File: src/rtl/uart_pkg.sv
// Shared definitions for the UART transmit arbiter: FSM state encoding,
// default start timeout and an index-width helper.
package uart_pkg;

  typedef enum logic [1:0] {
    IDLE  = 2'd0,
    START = 2'd1,
    DRAIN = 2'd2
  } uart_arb_state_t;

  localparam int DEFAULT_START_TIMEOUT = 16;

  // Width of an index into n requesters; never narrower than one bit.
  function automatic int idx_width(input int n);
    return (n > 1) ? $clog2(n) : 1;
  endfunction

endpackage

File: src/rtl/uart_tx_arbiter_if.sv
// Producer/transmitter side bundle of the UART transmit arbiter.
// slave: the arbiter's view; master: the producers plus UART transmitter.
interface uart_tx_arbiter_if #(
  parameter int NUM_REQ   = 4,
  parameter int DATA_BITS = 8
);

  logic [NUM_REQ-1:0]           Req;
  logic [NUM_REQ*DATA_BITS-1:0] Req_Data;
  logic [NUM_REQ-1:0]           Grant;
  logic [DATA_BITS-1:0]         Tx_Data;
  logic                         Transmit_Start;
  logic                         Tx_Busy;
  logic                         Arb_Busy;
  logic                         Start_Timeout;

  modport slave (
    input  Req,
    input  Req_Data,
    input  Tx_Busy,
    output Grant,
    output Tx_Data,
    output Transmit_Start,
    output Arb_Busy,
    output Start_Timeout
  );

  modport master (
    output Req,
    output Req_Data,
    output Tx_Busy,
    input  Grant,
    input  Tx_Data,
    input  Transmit_Start,
    input  Arb_Busy,
    input  Start_Timeout
  );

endinterface

File: src/rtl/uart_rr_pick.sv
// Combinational rotating-priority selector: the first set request found
// scanning upward from last+1, wrapping modulo NUM_REQ.
module uart_rr_pick
  import uart_pkg::*;
#(
  parameter int NUM_REQ = 4
) (
  input  logic [NUM_REQ-1:0]              Req,
  input  logic [idx_width(NUM_REQ)-1:0]   last,
  output logic                            valid,
  output logic [idx_width(NUM_REQ)-1:0]   idx,
  output logic [NUM_REQ-1:0]              onehot
);

  localparam int IDX_W = idx_width(NUM_REQ);

  // Scan the NUM_REQ positions after last; the first hit wins.
  always_comb begin
    valid  = 1'b0;
    idx    = '0;
    onehot = '0;
    for (int k = 1; k <= NUM_REQ; k++) begin
      int                cand;
      logic [IDX_W-1:0]  cand_idx;
      cand = int'(last) + k;
      if (cand >= NUM_REQ) cand = cand - NUM_REQ;
      cand_idx = IDX_W'(cand);
      if (!valid && Req[cand_idx]) begin
        valid            = 1'b1;
        idx              = cand_idx;
        onehot[cand_idx] = 1'b1;
      end
    end
  end

endmodule

File: src/rtl/uart_tx_arbiter.sv
// Round-robin scheduler sharing one UART transmitter among NUM_REQ byte
// producers. Grants a requester, registers its byte onto Tx_Data and holds
// Transmit_Start until the transmitter reports busy or a timeout expires.
module uart_tx_arbiter
  import uart_pkg::*;
#(
  parameter int NUM_REQ       = 4,
  parameter int DATA_BITS     = 8,
  parameter int START_TIMEOUT = DEFAULT_START_TIMEOUT
) (
  input  logic             SysClk,
  input  logic             Rst,
  uart_tx_arbiter_if.slave bus
);

  localparam int IDX_W = idx_width(NUM_REQ);
  localparam int CNT_W = $clog2(START_TIMEOUT);

  localparam logic [1:0] ST_IDLE  = IDLE;
  localparam logic [1:0] ST_START = START;
  localparam logic [1:0] ST_DRAIN = DRAIN;

  localparam logic [IDX_W-1:0] LAST_RESET = IDX_W'(NUM_REQ - 1);
  localparam logic [CNT_W-1:0] CNT_LAST   = CNT_W'(START_TIMEOUT - 1);

  logic [1:0]           state;
  logic [IDX_W-1:0]     last;
  logic [CNT_W-1:0]     cnt;

  logic                 pick_valid;
  logic [IDX_W-1:0]     pick_idx;
  logic [NUM_REQ-1:0]   pick_onehot;
  logic [DATA_BITS-1:0] pick_data;

  // Saturating increment: the start counter must never wrap back to zero.
  function automatic logic [CNT_W-1:0] sat_inc(input logic [CNT_W-1:0] v);
    return (v == {CNT_W{1'b1}}) ? v : v + 1'b1;
  endfunction

  uart_rr_pick #(
    .NUM_REQ (NUM_REQ)
  ) u_pick (
    .Req    (bus.Req),
    .last   (last),
    .valid  (pick_valid),
    .idx    (pick_idx),
    .onehot (pick_onehot)
  );

  // Byte of the selected requester, or-reduced through the one-hot select.
  always_comb begin
    pick_data = '0;
    for (int i = 0; i < NUM_REQ; i++) begin
      if (pick_onehot[i]) pick_data = pick_data | bus.Req_Data[i*DATA_BITS +: DATA_BITS];
    end
  end

  // Arbitration FSM, start-hold counter and registered transmitter outputs.
  always_ff @(posedge SysClk) begin
    if (Rst) begin
      state              <= ST_IDLE;
      last               <= LAST_RESET;
      cnt                <= '0;
      bus.Grant          <= '0;
      bus.Tx_Data        <= '0;
      bus.Transmit_Start <= 1'b0;
      bus.Start_Timeout  <= 1'b0;
    end else begin
      bus.Grant         <= '0;
      bus.Start_Timeout <= 1'b0;
      case (state)
        ST_IDLE: begin
          // A busy transmitter here belongs to another agent (or a frame that
          // survived reset); never start on top of it.
          if (!bus.Tx_Busy && pick_valid) begin
            bus.Grant          <= pick_onehot;
            bus.Tx_Data        <= pick_data;
            bus.Transmit_Start <= 1'b1;
            last               <= pick_idx;
            cnt                <= '0;
            state              <= ST_START;
          end
        end
        ST_START: begin
          if (bus.Tx_Busy) begin
            bus.Transmit_Start <= 1'b0;
            state              <= ST_DRAIN;
          end else if (cnt == CNT_LAST) begin
            // Transmitter never answered: drop the byte, no retry.
            bus.Transmit_Start <= 1'b0;
            bus.Start_Timeout  <= 1'b1;
            state              <= ST_IDLE;
          end else begin
            cnt <= sat_inc(cnt);
          end
        end
        ST_DRAIN: begin
          if (!bus.Tx_Busy) state <= ST_IDLE;
        end
        default: begin
          bus.Transmit_Start <= 1'b0;
          state              <= ST_IDLE;
        end
      endcase
    end
  end

  assign bus.Arb_Busy = (state != ST_IDLE);

endmodule

File: src/flat_wrapper.sv
// flat-port wrapper written by rule: the top's interface ports become plain ports
module uart_tx_arbiter_flat import uart_pkg::*;
#(
  parameter int NUM_REQ       = 4,
  parameter int DATA_BITS     = 8,
  parameter int START_TIMEOUT = DEFAULT_START_TIMEOUT
)
  (SysClk, Rst, bus_Req, bus_Req_Data, bus_Tx_Busy, bus_Grant, bus_Tx_Data, bus_Transmit_Start, bus_Arb_Busy, bus_Start_Timeout);
  uart_tx_arbiter_if #(.NUM_REQ(NUM_REQ), .DATA_BITS(DATA_BITS)) bus_i ();
  input  logic SysClk;
  input  logic Rst;
  input wire logic [$bits(bus_i.Req)-1:0] bus_Req;
  input wire logic [$bits(bus_i.Req_Data)-1:0] bus_Req_Data;
  input wire logic [$bits(bus_i.Tx_Busy)-1:0] bus_Tx_Busy;
  output wire logic [$bits(bus_i.Grant)-1:0] bus_Grant;
  output wire logic [$bits(bus_i.Tx_Data)-1:0] bus_Tx_Data;
  output wire logic [$bits(bus_i.Transmit_Start)-1:0] bus_Transmit_Start;
  output wire logic [$bits(bus_i.Arb_Busy)-1:0] bus_Arb_Busy;
  output wire logic [$bits(bus_i.Start_Timeout)-1:0] bus_Start_Timeout;
  assign bus_i.Req = bus_Req;
  assign bus_i.Req_Data = bus_Req_Data;
  assign bus_i.Tx_Busy = bus_Tx_Busy;
  assign bus_Grant = bus_i.Grant;
  assign bus_Tx_Data = bus_i.Tx_Data;
  assign bus_Transmit_Start = bus_i.Transmit_Start;
  assign bus_Arb_Busy = bus_i.Arb_Busy;
  assign bus_Start_Timeout = bus_i.Start_Timeout;
  uart_tx_arbiter #(.NUM_REQ(NUM_REQ), .DATA_BITS(DATA_BITS), .START_TIMEOUT(START_TIMEOUT)) u_core (.SysClk(SysClk), .Rst(Rst), .bus(bus_i));
endmodule
File: config.mk
export PLATFORM = sky130hd
export DESIGN_NAME = uart_tx_arbiter_flat
export DESIGN_NICKNAME = d
export VERILOG_FILES = /design/src/rtl/uart_pkg.sv /design/src/rtl/uart_tx_arbiter_if.sv /design/src/rtl/uart_rr_pick.sv /design/src/rtl/uart_tx_arbiter.sv /design/src/flat_wrapper.sv
export SDC_FILE = /design/constraint.sdc
export NUM_CORES = 1
export LEC_CHECK = 0
export BUFFER_PORTS_ARGS = -buffer_cell sky130_fd_sc_hd__buf_2
export CAP_MARGIN = 20
export CORE_MARGIN = 2
export CORE_UTILIZATION = 43
export CTS_CLUSTER_SIZE = 30
export DETAILED_ROUTE_END_ITERATION = 10
export PLACE_DENSITY = 0.71
export REMOVE_ABC_BUFFERS = 1
export SLEW_MARGIN = 20
export SYNTH_ARGS = -nofsm -noshare
export SYNTH_HDL_FRONTEND = slang
export SYNTH_SLANG_ARGS = --single-unit
File: constraint.sdc
create_clock -name SysClk -period 3.8 [get_ports SysClk]
set_clock_uncertainty 0.1 [all_clocks]
set_input_delay 0.57 -clock SysClk [delete_from_list [all_inputs] [get_ports SysClk]]
set_output_delay 0.57 -clock SysClk [all_outputs]
set_load 0.005 [all_outputs]
==> impl_metrics.toml, run 1 <==
[clock_tree]
root_buffer = "clkbuf_8"
cts_setup_buffers = 0
clock_latency_ns = 0.27
cts.sinks = 22
htree_levels = 1
clk_pin_slew_ns = 0.09
cts_made_buffers = 3
postCtsHoldBufs = 0
clockBufferDepth = 2
cts_tree = "built"
cts_resized = 0

[layout]
multi_input_area_um2 = 1230
nFillCells = 407
area.sequential_um2 = 440
drive_gt1_share_pct = 25.8
layout.nets = 303
antenna_cells = 0
syn_to_final_growth_pct = 17.1

[die]
die_area_um2 = 4710
start_util_pct = 44.9
placement_rows = 23
die-width_um = 68.6
core_area_um2 = 4000
die_y_um = 68.6
io-pin-count = 54

[synthesis]
ys_top_cells_by_count = "a22oi_1, nand2_1, dfxtp_1, o21ai_0, clkbuf_1"
synthTopCellsByArea = "dfxtp_1, a22oi_1, a221oi_1"
ys_seq_area_share_pct = 24.5
synthArstFlopShare_pct = 0
synth_warnings = 0
synth_cells = 220
yosys_register_bits = 22
yosysMostFrequentCell = "a22oi_1"
synth_area_leader_cell = "dfxtp_1"
syn_area_um2 = 1800
synth-edff-count = 0
synth.distinct_cells = 45
syn_avg_cell_area_um2 = 8.17
synth_ff_type = "dfxtp_1"
netlist.area_leader.share_pct = 24.5

[global_routing]
grt_max_degree = 21
grt_pass1_wl_um = 8050
antenna_found_initial = 0
grt_overflow = 0
grt_usage_pct = 22.3
first_global_vias = 1702

[job]
drv_cap = 0

[critical_path]
worst_ep_arrival_time_ns = 3.04
cp_max_fo = 14
crit_path_end_kind = "flop"
required_ns = 3.91
crit_type = "reg -> reg"
critPathLaunchType = "flop"

[timing]
tightest_slew_ns = 0.739
hold_viol_final = 0
fin_hold_ws_ns = 0.387
fin_tns_setup_ns = 0
drv_slew = 0
period_needed_ns = 2.93
max_freq_mhz = 341
fin_crit_sh_pct = 77.1
setup_viol = 0
rsz0062_at_grt = "false"
timing.slew.headroom_pct = 50.7

[route]
avgViaCountPerCell = 6.35
vias = 1942
post_drt_wl_per_cell_um = 16.2
drtIter0Drc = 248
drc = 0
ant_nets = 0
drt_pre_antenna_iters = 6
routed_wl_um = 4940

[pwr]
p_leak_nw = 0.868
peakVddDrop_uv = 265
power.density_nw_per_um2 = 465

[worst_hold_path]
hold_path_class = "reg -> reg"

[placed_design]
gp_congestion = 0.832
dp_hpwl_um = 3320
port_buffers = 53

[outcome]
status = "completed"
## metal layers
metal	share of wire (%)	global-route usage [%]	vias up
met3	6.4	1.79	9
li1	-	-	938
met4	0.89	6.50	0
met5	0	0	-
met2	46	34.3	87
met1	46	33.2	908
## state kept, by name (all words and copies together), names as in the netlist
signal                     flops
u_core.state                   2
u_core.bus.Start_Timeout       1
u_core.cnt                     4
u_core.bus.Tx_Data             8
u_core.last                    2
u_core.bus.Grant               4
u_core.bus.Transmit_Start      1
## power by group
group	internal (W)	leakage (nW)	switching [W]
clock network	0.000141	0.0357	0.0000862
logic	0.000193	0.652	0.000274
registers	0.000255	0.181	0.0000292
total	0.000588	0.868	0.000390
## worst max-delay path: stages (launching register included)
cell,delay [ns]
dfxtp_1,0.67
inv_1,0.22
ha_1,0.45
mux4_1,0.57
a21oi_1,0.10
a2bb2oi_2,0.47
nand2_1,0.12
a31oi_1,0.17
## cells in the final DEF (no fill, tap or decap), types with 5 or more instances in the layout
cell	n
buf_2	53
a21oi_1	5
inv_1	9
a31oi_1	9
nor3_1	10
dfxtp_1	22
o21ai_0	20
a221oi_1	12
a222oi_1	8
nand2_1	23
ha_1	7
a22oi_1	25
## cell families (layout without fill, tap and decap cells)
group | Yosys count | after routing | share of synthesized area (%)
AOI/OAI and AO/OA | 89 | 89 | 37.3
and+or+nand+nor | 60 | 60 | 17.7
buffers and inverters | 30 | 66 | 6.96
DFF | 22 | 22 | 24.5
adders and majority gates | 7 | 7 | 4.87
muxes | 7 | 7 | 6.27
xor gates and xnor gates | 5 | 5 | 2.44
## worst paths after layout
| path | slack [ns] | endpoint | cells after the start | startpoint |
|---|---|---|---|---|
| setup / recovery | 0.87 | u_core.bus.Tx_Data[5]$_SDFFE_PP0P_ | 7 | u_core.last[0]$_SDFFE_PP1P_ |
| hold / removal | 0.39 | u_core.cnt[1]$_SDFFE_PP0P_ | 2 | u_core.cnt[1]$_SDFFE_PP0P_ |
| setup reg to reg | 0.87 | u_core.bus.Tx_Data[5]$_SDFFE_PP0P_ | 7 | u_core.last[0]$_SDFFE_PP1P_ |
| hold reg to reg | 0.39 | u_core.cnt[1]$_SDFFE_PP0P_ | 2 | u_core.cnt[1]$_SDFFE_PP0P_ |
## layout make-up
type,instances,area share (%)
Multi-Input combinational cell,168,58.5
Sequential cell,22,20.9
Timing Repair Buffer,53,12.6
Tap cell,50,2.97
Clock buffer,3,1.96
Inverter,9,1.61
Clock inverter,1,1.43
## per-stage QoR
step           instances  instance area [µm²]  power, W  setup slack (ns)  util, %
2_1_floorplan        199                 1710  0.000611              1.29        -
3_3_place_gp         302                 2030  0.000745             0.979     50.8
3_5_place_dp         302                 2030  0.000750             0.926     50.8
4_1_cts              306                 2100  0.000970             0.907     52.6
5_1_grt              306                 2100   0.00105             0.606     52.6
6_report             306                 2100  0.000978             0.869     52.6
(Power assumes the default switching activity.)
==> inputs of run 2 (changes only) <==
==> constraint.sdc (replaced) <==
create_clock -name SysClk -period 2.7 [get_ports SysClk]
set_clock_uncertainty 0.1 [all_clocks]
set_input_delay 0.405 -clock SysClk [delete_from_list [all_inputs] [get_ports SysClk]]
set_output_delay 0.405 -clock SysClk [all_outputs]
set_load 0.005 [all_outputs]
==> run 2 against run 1 <==
Sequential power is 32% higher. Sequential share of layout area is 0.79 points lower. Fmax is 20% higher. Highest routed layer unchanged. Final area is 3.9% higher. Global-route usage hardly changed. Clock power is 40% higher. Register-to-register slack worse by 0.61 ns. Critical endpoint is now u_core.bus.Tx_Data[3]$_SDFFE_PP0P_.
==> impl_metrics.toml, run 2 (synthesis results as in run 1) <==
[timing]
rsz0062_at_grt = "false"
period_needed_ns = 2.44
setup_viol = 0
drv_slew = 0
fin_tns_setup_ns = 0
max_freq_mhz = 410
fin_ws_ns = 0.260
fin_hold_ws_ns = 0.254
timing.slew.headroom_pct = 64.6
hold_viol_final = 0
fin_crit_sh_pct = 90.4
tightest_slew_ns = 0.530

[layout]
mostFrequentLayoutCell = "buf_2"
syn_to_final_growth_pct = 21.7
final_cells = 317
antenna_cells = 0
drive_gt1_share_pct = 28.8
largest_reg_flops = 8
final_cell_mix = "buf_2, a22oi_1, nand2_1"
layout.nets = 314
reg_top3 = "u_core.bus.Tx_Data (8), u_core.bus.Grant (4), u_core.cnt (4)"
final_cell_area_um2 = 2190
regMostFlops = "u_core.bus.Tx_Data"

[route]
vias = 2004
drt_pre_antenna_iters = 5
drc = 0
drtIter0Drc = 355
ant_nets = 0
routed_wl_um = 5190
met1_length_um = 2260
avgViaCountPerCell = 6.32
met2_length_um = 2490
highest_layer = "met4"
wl_met3_um = 428
post_drt_wl_per_cell_um = 16.4

[die]
die_y_um = 68.6
io-pin-count = 54
core_area_um2 = 4000
placement_rows = 23
start_util_pct = 44.9
die-width_um = 68.6
die_area_um2 = 4710

[clock_tree]
clockBufferDepth = 2
cts.sinks = 22
cts_made_buffers = 3
cts_resized = 0
clk_pin_slew_ns = 0.09
clock_latency_ns = 0.27
root_buffer = "clkbuf_8"
htree_levels = 1
postCtsHoldBufs = 0
cts_setup_buffers = 0
cts_tree = "built"

[pwr]
switching_share_pct = 39.0
pwr-share-seq_pct = 26.2
p_switching_w = 0.000560
peakVddDrop_uv = 387
pwr-share-clk_pct = 22.1
p_int_w = 0.000873
p_leak_nw = 0.923
combPwrFrac_pct = 51.7
power.density_nw_per_um2 = 655

[critical_path]
crit_type = "reg -> reg"
crit_path_end_kind = "flop"
worst_r2r_path_depth = 6
reg2reg_to = "u_core.bus.Tx_Data[3]$_SDFFE_PP0P_"
worst-r2r-setup-slack_ns = 0.26
worst_ep_arrival_time_ns = 2.54
required_ns = 2.80
cp_max_fo = 13
rr_startpoint = "u_core.last[0]$_SDFFE_PP1P_"
critPathLaunchType = "flop"

[global_routing]
antenna_found_initial = 0
first_global_vias = 1713
grt_overflow = 0
grt_max_degree = 20
grt_usage_pct = 22.3
grt_pass1_wl_um = 8100

[placed_design]
dp_hpwl_um = 3670
gp_congestion = 0.796
placed_area_um2 = 2120
port_buffers = 53
dpl.cell_count = 313
place_ws_ns = 0.255

[worst_hold_path]
min_from = "bus_Tx_Busy"
hold_path_class = "in -> reg"
whs_path_depth = 2
hold_path_end = "u_core.state[0]$_SDFFE_PP0P_"

[job]
drv_cap = 0

[outcome]
status = "completed"
run 2: changes by cell type in the layout (fill, tap and decap cells not counted), sizes merged:
cell / previous run / this run
buf: 53 / 64
run 2: how the worst max path moves through the flow:
stage	from	end	slack, ns	depth (start not counted)
floorplan	u_core.last[0]$_SDFFE_PP1P_	u_core.bus.Tx_Data[6]$_SDFFE_PP0P_	0.19	7
global placement	bus_Req[2]	u_core.bus.Tx_Data[6]$_SDFFE_PP0P_	0.33	6
detailed placement	bus_Req[1]	u_core.bus.Tx_Data[3]$_SDFFE_PP0P_	0.26	6
CTS	u_core.last[0]$_SDFFE_PP1P_	u_core.bus.Tx_Data[3]$_SDFFE_PP0P_	0.24	6
global route	u_core.last[1]$_SDFFE_PP1P_	u_core.bus.Tx_Data[7]$_SDFFE_PP0P_	0.11	7
finish	u_core.last[0]$_SDFFE_PP1P_	u_core.bus.Tx_Data[3]$_SDFFE_PP0P_	0.26	6
run 2: final cells by class:
type	instances	area, µm²
fillers	391	1810
multi-input cells	168	1230
flip-flops and latches	22	440
repair buffers	64	348
well taps	50	62.6
clock buffers	3	41.3
inverters	9	33.8
clock inverters	1	30.0
run 2: layer usage:
metal | vias to the layer above | GRT usage, %
li1 | 963 | -
met1 | 932 | 31.8
met2 | 107 | 35.7
met3 | 2 | 1.95
met4 | 0 | 6.50
met5 | - | 0
run 2: through the flow:
step	total power, W	utilization, %
2_1_floorplan	0.000860	-
3_3_place_gp	0.00111	52.9
3_5_place_dp	0.00112	52.9
4_1_cts	0.00143	54.7
5_1_grt	0.00152	54.7
6_report	0.00143	54.7
run 2: power groups by stage:
| stage | Clock [W] | Sequential [W] | Combinational, W |
|---|---|---|---|
| detailed placement | 0 | 0.000383 | 0.000734 |
| finish | 0.000317 | 0.000375 | 0.000741 |
| global placement | 0 | 0.000383 | 0.000724 |
| CTS | 0.000315 | 0.000376 | 0.000735 |
| floorplan | 0 | 0.000402 | 0.000458 |
| global route | 0.000327 | 0.000379 | 0.000818 |
run 2: worst max-delay path, cell delays in order, from the launching register on:
cell and delay, ns:
dfxtp_1 0.34, buf_4 0.21, mux4_2 0.62, or3b_1 0.44
a21oi_4 0.33, a22oi_1 0.15, a31oi_1 0.19
==> inputs of run 3 (changes only) <==
--- a/config.mk
+++ b/config.mk
@@ -11,6 +11,7 @@
 export CORE_UTILIZATION = 43
 export CTS_CLUSTER_SIZE = 30
 export DETAILED_ROUTE_END_ITERATION = 10
+export GPL_TIMING_DRIVEN = 0
 export PLACE_DENSITY = 0.71
 export REMOVE_ABC_BUFFERS = 1
 export SLEW_MARGIN = 20
==> run 3 against run 2 <==
Setup slack worse by 0.061 ns. Fmax down 2.4%. Clock power about the same. Non-clock buffer count down 9. Highest routed layer unchanged. Final area down 0.40%. Critical endpoint is now u_core.bus.Tx_Data[6]$_SDFFE_PP0P_. First-iteration DRC count down 34%.
==> impl_metrics.toml, run 3 (synthesis results as in run 1) <==
[timing]
fin_hold_ws_ns = 0.254
drv_slew = 0
fin_crit_sh_pct = 92.6
setup_viol = 0
max_freq_mhz = 400
rsz0062_at_grt = "false"
fin_ws_ns = 0.199
period_needed_ns = 2.50
timing.slew.headroom_pct = 48.5
tightest_slew_ns = 0.772
hold_viol_final = 0

[critical_path]
critPathLaunchType = "flop"
reg2reg_to = "u_core.bus.Tx_Data[6]$_SDFFE_PP0P_"
rr_startpoint = "u_core.last[1]$_SDFFE_PP1P_"
worst-r2r-setup-slack_ns = 0.20
worst_ep_arrival_time_ns = 2.61
worst_r2r_path_depth = 8
cp_max_fo = 20
required_ns = 2.80
crit_path_end_kind = "flop"
crit_type = "reg -> reg"

[clock_tree]
clockBufferDepth = 2
cts_tree = "built"
htree_levels = 1
root_buffer = "clkbuf_8"
cts_made_buffers = 3
clock_latency_ns = 0.27
clk_pin_slew_ns = 0.09
cts.sinks = 22

[route]
drc = 0
routed_wl_um = 5120
drtIter0Drc = 233
avgViaCountPerCell = 6.38
post_drt_wl_per_cell_um = 16.6
drt_pre_antenna_iters = 7
ant_nets = 0
vias = 1965

[global_routing]
antenna_found_initial = 0
top_usage_layer = "met2"
grt_overflow = 0
met2_usage_pct = 32.6
use_met1_pct = 32.1
grt_pass1_wl_um = 7820
grt_max_degree = 21
grt_usage_pct = 21.9
met3_usage_pct = 1.95
first_global_vias = 1623

[job]
drv_cap = 0

[layout]
largest_reg_flops = 8
syn_to_final_growth_pct = 21.2
reg_top3 = "u_core.bus.Tx_Data (8), u_core.bus.Grant (4), u_core.cnt (4)"
final_cell_mix = "buf_2, a22oi_1, nand2_1"
layout.core_utilization_pct = 54.5
antenna_cells = 0
layout.nets = 305
final_cell_area_um2 = 2180
drive_gt1_share_pct = 27.9
mostFrequentLayoutCell = "buf_2"
regMostFlops = "u_core.bus.Tx_Data"

[die]
die_area_um2 = 4710
core_area_um2 = 4000
io-pin-count = 54
die_y_um = 68.6
start_util_pct = 44.9
placement_rows = 23
die-width_um = 68.6

[pwr]
power.density_nw_per_um2 = 656
combPwrFrac_pct = 49.7
pwr-share-clk_pct = 22.1
pwr-share-seq_pct = 28.2
switching_share_pct = 39.0
totalPowerFinal_w = 0.00143
p_switching_w = 0.000558
p_int_w = 0.000871
peakVddDrop_uv = 445
p_leak_nw = 0.884

[placed_design]
gp_congestion = 0.849
dp_hpwl_um = 3370
placed_area_um2 = 2030
place_ws_ns = -0.274
port_buffers = 53

[worst_hold_path]
whs_path_depth = 2
min_from = "bus_Tx_Busy"
hold_path_end = "u_core.bus.Start_Timeout$_SDFF_PP0_"
hold_path_class = "in -> reg"

[outcome]
status = "completed"
[run 3: cell count changes in the layout (fill, tap and decap cells not counted)]
cell,delta
a2bb2oi_2,-1
ha_1,-2
buf_4,-11
buf_12,+2
ha_2,+1
ha_4,+1
dfxtp_1,-2
a2bb2oi_4,+1
dfxtp_4,+2
[run 3: worst max-delay path by stage]
| stage | startpoint | to | slack (ns) |
|---|---|---|---|
| after floorplan | u_core.last[0]$_SDFFE_PP1P_ | u_core.bus.Tx_Data[6]$_SDFFE_PP0P_ | 0.19 |
| after global placement | u_core.last[0]$_SDFFE_PP1P_ | u_core.bus.Tx_Data[5]$_SDFFE_PP0P_ | -0.23 |
| after detailed placement | u_core.last[0]$_SDFFE_PP1P_ | u_core.bus.Tx_Data[4]$_SDFFE_PP0P_ | -0.27 |
| after CTS | u_core.last[0]$_SDFFE_PP1P_ | u_core.bus.Tx_Data[6]$_SDFFE_PP0P_ | 0.03 |
| after global routing | u_core.last[0]$_SDFFE_PP1P_ | u_core.bus.Tx_Data[2]$_SDFFE_PP0P_ | 0.06 |
| final | u_core.last[1]$_SDFFE_PP1P_ | u_core.bus.Tx_Data[6]$_SDFFE_PP0P_ | 0.20 |
[run 3: layer usage]
layer	vias to the layer above	share of wire (%)
met5	-	0
met3	9	7.5
met4	0	1.2
met1	916	45
met2	96	47
li1	944	-
[run 3: what timing repair did]
item,CTS,global route
hold buffers,0,0
gates resized for setup,4,4
setup endpoints to repair,14,12
buffers inserted,0,2
pin swaps,0,2
[run 3: power groups by stage]
stage	clock network [W]	registers, W	logic [W]
after CTS	0.000323	0.000402	0.000664
after detailed placement	0	0.000407	0.000646
final	0.000315	0.000403	0.000711
after floorplan	0	0.000402	0.000458
after global routing	0.000335	0.000412	0.000779
after global placement	0	0.000406	0.000637
[run 3: layout make-up]
type                       count  area [µm²]
fill                         392        1820
multi-input combinational    168        1260
sequential                    22         448
timing repair buffer          55         305
tap                           50        62.6
clock buffer                   3        41.3
inverter                       9        33.8
clock inverter                 1        30.0
[run 3: through the flow]
stage	TNS, ns	cells
6_report	0	308
3_5_place_dp	-2.92	302
3_3_place_gp	-2.37	302
2_1_floorplan	0	199
4_1_cts	0	306
5_1_grt	0	308
[run 3: critical path, stage by stage, from the launching register on]
cell	delay, ns
dfxtp_4	0.41
inv_1	0.15
ha_1	0.68
inv_1	0.09
or3b_1	0.44
a21oi_4	0.16
buf_12	0.14
a221oi_1	0.08
a31oi_1	0.18
